`config.mk`:
```
export PLATFORM = sky130hd
export DESIGN_NAME = hs_fifo_pkt_guard
export DESIGN_NICKNAME = d
export VERILOG_FILES = /design/src/rtl/hs_fifo_pkt_guard.sv
export SDC_FILE = /design/constraint.sdc
export NUM_CORES = 1
export LEC_CHECK = 0
export ABC_AREA = 1
export ABC_CLOCK_PERIOD_IN_PS = 3050
export BUFFER_PORTS_ARGS = -buffer_cell sky130_fd_sc_hd__buf_2
export CAP_MARGIN = 20
export CORE_UTILIZATION = 35
export DETAILED_ROUTE_END_ITERATION = 8
export PLACE_DENSITY = 0.58
export SLEW_MARGIN = 20
export SYNTH_ARGS = -nofsm -noshare
export SYNTH_HDL_FRONTEND = slang
export SYNTH_SLANG_ARGS = --single-unit
```
`constraint.sdc`:
```
create_clock -name clk -period 3.05 [get_ports clk]
set_clock_uncertainty 0.2 [all_clocks]
set_input_delay 0.1525 -clock clk [delete_from_list [all_inputs] [get_ports clk]]
set_output_delay 0.1525 -clock clk [all_outputs]
set_load 0.02 [all_outputs]
```
`src/rtl/hs_fifo_pkt_guard.sv`:
```
// ---------------------------------------------------------------------------
// hs_fifo_pkt_guard
//
// Packet admission stage in front of the write port of hs_fifo_sfifo, for use
// when the FIFO runs with packet mode and packet drop enabled. Beats pass
// through a single output register. A packet that carries an upstream error,
// or that grows past MAX_PKT_LEN beats, is cut short. The offending beat goes
// out with m_drop=1 and m_last=1, and the rest of that packet is swallowed.
// Two saturating counters track forwarded and dropped packets.
//
// Ports:
//   clk, aresetn        clock, asynchronous active-low reset
//   s_valid/s_ready     upstream handshake
//   s_data              upstream beat (DATA_TYPE, passed through unmodified)
//   s_last, s_err       end-of-packet marker, upstream error flag
//   m_valid/m_ready     handshake toward FIFO wvalid/wready
//   m_data, m_last      toward FIFO wdata/wlast
//   m_drop              toward FIFO wdrop (only meaningful while m_valid=1)
//   pkt_cnt, drop_cnt   packets forwarded whole / packets dropped (saturating)
// ---------------------------------------------------------------------------
module hs_fifo_pkt_guard #(
    parameter type DATA_TYPE   = logic,
    parameter int  MAX_PKT_LEN = 256,
    parameter int  CNT_WIDTH   = 16
) (
    input  logic                 clk,
    input  logic                 aresetn,
    input  logic                 s_valid,
    output logic                 s_ready,
    input  DATA_TYPE             s_data,
    input  logic                 s_last,
    input  logic                 s_err,
    output logic                 m_valid,
    input  logic                 m_ready,
    output DATA_TYPE             m_data,
    output logic                 m_last,
    output logic                 m_drop,
    output logic [CNT_WIDTH-1:0] pkt_cnt,
    output logic [CNT_WIDTH-1:0] drop_cnt
);

    localparam int LEN_WIDTH = $clog2(MAX_PKT_LEN + 1);
    // One extra bit so that beat MAX_PKT_LEN+1 can be represented and compared.
    localparam logic [LEN_WIDTH:0] MAX_LEN = (LEN_WIDTH + 1)'(MAX_PKT_LEN);

    typedef enum logic [1:0] {
        IDLE,
        PASS,
        DISCARD
    } state_t;

    state_t               state, state_next;
    logic [LEN_WIDTH-1:0] len, len_next;
    logic [LEN_WIDTH:0]   len_inc;
    logic                 accept;
    logic                 m_fire;
    logic                 bad;
    logic                 load;
    logic                 load_last;
    logic                 load_drop;

    // While discarding, beats are swallowed without touching the output
    // register, so upstream never has to wait for the FIFO.
    assign s_ready = (state == DISCARD) || !m_valid || m_ready;
    assign accept  = s_valid && s_ready;
    assign m_fire  = m_valid && m_ready;
    assign len_inc = {1'b0, len} + (LEN_WIDTH + 1)'(1);
    // A beat that lands exactly on MAX_PKT_LEN is legal whether or not it is
    // the last one; only the beat after that overflows.
    assign bad     = s_err || (len_inc > MAX_LEN);

    // NOTE: every signal gets a default before any branch, so no path leaves
    // it unassigned and no latch is inferred.
    always_comb begin
        state_next = state;
        len_next   = len;
        load       = 1'b0;
        load_last  = 1'b0;
        load_drop  = 1'b0;
        if (accept) begin
            case (state)
                IDLE, PASS: begin
                    load = 1'b1;
                    if (bad) begin
                        load_last  = 1'b1;
                        load_drop  = 1'b1;
                        len_next   = '0;
                        state_next = s_last ? IDLE : DISCARD;
                    end else if (s_last) begin
                        load_last  = 1'b1;
                        len_next   = '0;
                        state_next = IDLE;
                    end else begin
                        // Not bad, so len_inc <= MAX_PKT_LEN and fits in len.
                        len_next   = len_inc[LEN_WIDTH-1:0];
                        state_next = PASS;
                    end
                end
                DISCARD: begin
                    if (s_last) state_next = IDLE;
                end
                default: state_next = IDLE;
            endcase
        end
    end

    // NOTE: sequential state uses non-blocking assignments so every register
    // samples the pre-edge values of the others.
    always_ff @(posedge clk or negedge aresetn) begin
        if (!aresetn) begin
            state    <= IDLE;
            len      <= '0;
            m_valid  <= 1'b0;
            m_last   <= 1'b0;
            m_drop   <= 1'b0;
            pkt_cnt  <= '0;
            drop_cnt <= '0;
        end else begin
            state <= state_next;
            len   <= len_next;

            // A load only happens when the register is empty or draining this
            // cycle, so it never overwrites a beat still waiting on m_ready.
            if (load) begin
                m_valid <= 1'b1;
                m_last  <= load_last;
                m_drop  <= load_drop;
            end else if (m_fire) begin
                m_valid <= 1'b0;
            end

            // Every drop beat also carries m_last, so the two cases below are
            // exclusive and at most one counter moves per cycle.
            if (m_fire && m_last && !m_drop && (pkt_cnt != '1))
                pkt_cnt <= pkt_cnt + CNT_WIDTH'(1);
            if (m_fire && m_drop && (drop_cnt != '1))
                drop_cnt <= drop_cnt + CNT_WIDTH'(1);
        end
    end

    // NOTE: the data path carries no reset; it is qualified by m_valid, and
    // leaving it unreset keeps the reset net off every data bit.
    always_ff @(posedge clk) begin
        if (load) m_data <= s_data;
    end

endmodule
```
==> results list <==
- In the finished design, the share of the clock period the worst path needs comes to 0.702.
- Clock-pin slew of the registers on the worst-case setup and hold paths: about 90 ps
- Initial antenna violation count: 0
- Die Height: about 86 um
- The finished layout holds 439 standard cells, fillers aside.
* Switching share of total power: 0.341
- Of the total power, the clock network draws 0.248.
- Number of input and output port buffers inserted: 43
- Compared with the post-synthesis result, the final layout area differs by 18.1%.
- Worst-case clock buffer depth: 2
- The worst setup path is of the in2reg kind.
- Max Cap Violations: 0
* Slew of the pin with the lowest slew margin: around 700 ps
- DRC marker count from the first detailed-route iteration: about 80
- Post-route antenna net violation count: 0
- At the worst endpoint, the required time is 3050 ps.
- In this run the mean area of a mapped cell was around 8.5 um^2.
- For this run the aggregate overflow at the end of global routing stands at 0.
* Seq/Total Area, Yosys: 0.479
- Along the worst path, the maximum fanout reaches 14.
- Synth warn: 0
- The first TritonRoute pass finished after 4 iterations.
* Setup violations, final: 0
- Fraction of layout instances using a drive strength above 1: 0.219
* Sequential cell area: approximately 0.0012 mm^2
* Pin count of the biggest net entering global routing: 47
- Post-synthesis net count: approximately 300
- The congestion estimate from routability-driven global placement came to roughly 0.8.
- Hold Fails Final Rpt: 0
* Worst relative slew slack: 0.543
- Counting flops with a built-in enable in the synthesized netlist gives 1.
- FP Rows: 30
- Gates resized during post-CTS repair numbered 0.
- For this run, design rule violations remaining after detail routing come to 0.
- Total track usage: 0.146
- Buffers inserted during clock tree synthesis total 5.
- CTS built an H-tree with a depth of 2.
- Summing all multi-input logic gate instances after layout gives between 0.001 and 0.0015 mm^2.
* Met2 routed wirelength: between 2000 and 2500 um
* DRT met1 WL: ~2500 um
- The design draws between 1 and 1.5 mW.
- Top_reg_cell synth: sky130_fd_sc_hd__dfrtp_1
- Async S/R FF share, synth: 0.979
* Number of global-route vias before repair: approximately 1900
- Antenna diode count: 0
- The die is around 86 um wide.
- I/O pin total: 44
- The filler cells instantiated in the layout total about 690.
- Data on the critical path arrives at its endpoint at around 2100 ps.
* Cell at the root of the clock tree: sky130_fd_sc_hd__clkbuf_8
- Area of the core: about 0.0068 mm^2
* Number of distinct library cell variants in the gate-level netlist after synthesis: 29
* Part of the power in combinational logic: 0.226
- Final slew viol count: 0
- TritonCTS clock tree: done
* Number of nets in the layout: 353
- In the detailed route, the total length drawn on met3 is 198 um.
- Unrepaired setup endpoints after global routing: false
- Post-detailed-route wirelength per cell: 11.3 um
- Full die area: approximately 0.0074 mm^2
- The library cell used most frequently in the layout, excluding fill and tap cells, is sky130_fd_sc_hd__nand2_1.
- The share of total power dissipated in sequential elements is 0.526.
- Initial Utilization: 0.363
- Status: finished clean
- Class of the tightest hold or removal check: in2reg
* Wire length of the first global-routing pass: 8600 um
- Clock Sinks: 47
* Clock latency at the later pin of the worst-skew pair: between 200 and 300 ps
- Syn Inst Count: approximately 290
* TNS Setup: 0 ps
* Highest signal layer in the routed design: met4
* Placed wire-length estimate: about 3700 um
- Netlist Area Pre-Place: 0.00246 mm^2
- RR Startpoint: state[0]$_DFFE_PN0P_
- Total net switching power: roughly 0.51 mW
- IR analysis of the VDD net gives a maximum drop of roughly 0.18 mV.
- Static timing analysis puts the maximum clock frequency at between 400 and 500 MHz.
- Power per cell area: 512 mW/mm^2
- Register bit total from synthesis: 47
* Time the worst path needs with I/O delays and setup: about 2100 ps
* Average vias per placed instance: about 4.5
- Summed over all layers, the routed wires come to a little under 5000 um.
- The detailed router placed around 2000 vias in this run.
- Nature of the critical path endpoint: flip-flop
* Cell internal pwr: 0.982 mW
- In this run the static leakage power is between 1.5 and 2 nW.
* Startpoint type of the worst setup path: primary input
- In the layout the commonest cells are sky130_fd_sc_hd__nand2_1, sky130_fd_sc_hd__dfrtp_1, sky130_fd_sc_hd__buf_2, sky130_fd_sc_hd__inv_1, sky130_fd_sc_hd__nor2_1.
* Hold path startpoint: s_valid
- Worst setup path startpoint: m_ready
* Placed cell count: between 400 and 500
* End-of-flow core utilization: 0.428
[sequential cells by signal, summed over array words and instances (netlist names)]
name      count
len           9
drop_cnt     16
m_drop        1
m_last        1
pkt_cnt      16
m_data        1
m_valid       1
state         2
[cell usage after synthesis (2+ instances only)]
master | n | area share
sky130_fd_sc_hd__o21ai_1 | 3 | 0.0061
sky130_fd_sc_hd__nor3_1 | 7 | 0.014
sky130_fd_sc_hd__nand2_2 | 8 | 0.020
sky130_fd_sc_hd__nand2_1 | 78 | 0.12
sky130_fd_sc_hd__nand4_1 | 15 | 0.038
sky130_fd_sc_hd__dfrtp_1 | 46 | 0.47
sky130_fd_sc_hd__nor2_2 | 4 | 0.010
sky130_fd_sc_hd__xnor2_1 | 15 | 0.053
sky130_fd_sc_hd__buf_2 | 2 | 0.0041
sky130_fd_sc_hd__inv_2 | 4 | 0.0061
sky130_fd_sc_hd__xor2_1 | 13 | 0.046
sky130_fd_sc_hd__nand3_1 | 19 | 0.039
sky130_fd_sc_hd__nor2_1 | 26 | 0.040
sky130_fd_sc_hd__ha_1 | 4 | 0.020
sky130_fd_sc_hd__o21ai_0 | 4 | 0.0081
sky130_fd_sc_hd__inv_1 | 30 | 0.046
[timing repair]
item                      in CTS  in global routing
hold buffers                   4                  0
hold endpoints to repair      49                  0
buffers inserted               0                  0
[critical path, cell delays in order]
cell	delay (ps)
sky130_fd_sc_hd__dlygate4sd3_1	530
sky130_fd_sc_hd__buf_2	110
sky130_fd_sc_hd__inv_1	50
sky130_fd_sc_hd__nand3_1	90
sky130_fd_sc_hd__and2_1	180
sky130_fd_sc_hd__nand2_2	180
sky130_fd_sc_hd__nor2_1	580
sky130_fd_sc_hd__nand3_2	150
sky130_fd_sc_hd__nand2_1	80
sky130_fd_sc_hd__inv_1	30
[power groups by stage]
stage	combinational [mW]	clock (mW)	sequential [mW]
finish	0.336	0.370	0.784
detailed placement	0.340	0	0.794
global placement	0.331	0	0.793
floorplan	0.146	0	0.857
CTS	0.343	0.385	0.784
global route	0.378	0.415	0.798
[worst paths after layout]
kind / to / slack, ps / cells past startpoint
worst max-delay path: m_last$_DFFE_PN0P_ / 910 / 10
worst min-delay path: state[0]$_DFFE_PN0P_ / 30 / 3
max in group asynchronous: drop_cnt[4]$_DFFE_PN0P_ / 2030 / 2
worst max register to register: m_last$_DFFE_PN0P_ / 970 / 9
min in group asynchronous: pkt_cnt[3]$_DFFE_PN0P_ / 210 / 2
worst min register to register: drop_cnt[14]$_DFFE_PN0P_ / 300 / 1
[area by class of cell]
class                   count  area share
clock buffers               6      0.0249
clock inverters             2     0.00430
inverters                  34      0.0439
multi-input cells         206       0.388
flip-flops and latches     47       0.406
well taps                  96      0.0413
repair buffers             48      0.0912
[through the flow]
stage	hold WS [ps]	setup WS, ps	area, um^2
6_report	33.4	908	2910
5_1_grt	48.9	747	2910
4_1_cts	22.5	915	2910
3_5_place_dp	161	986	2780
3_3_place_gp	160	1060	2780
2_1_floorplan	-343	1160	2460
[logic make-up (layout without fill, tap and decap cells)]
group,count (synthesis),count (layout),share of synthesized area
flops,47,47,0.479
mux,1,1,0.00457
simple gates,164,164,0.311
compound gates,8,8,0.0162
fa+ha+maj,4,4,0.0203
buf+inv,38,90,0.0620
xor+xnor,29,29,0.106
[layer usage]
metal / GRT usage / vias to the layer above
li1: - / 1018
met3: 0.0318 / 5
met1: 0.209 / 899
met5: 0 / -
met4: 0.0318 / 0
met2: 0.227 / 47
No activity file was read; power rests on OpenSTA's default activity.
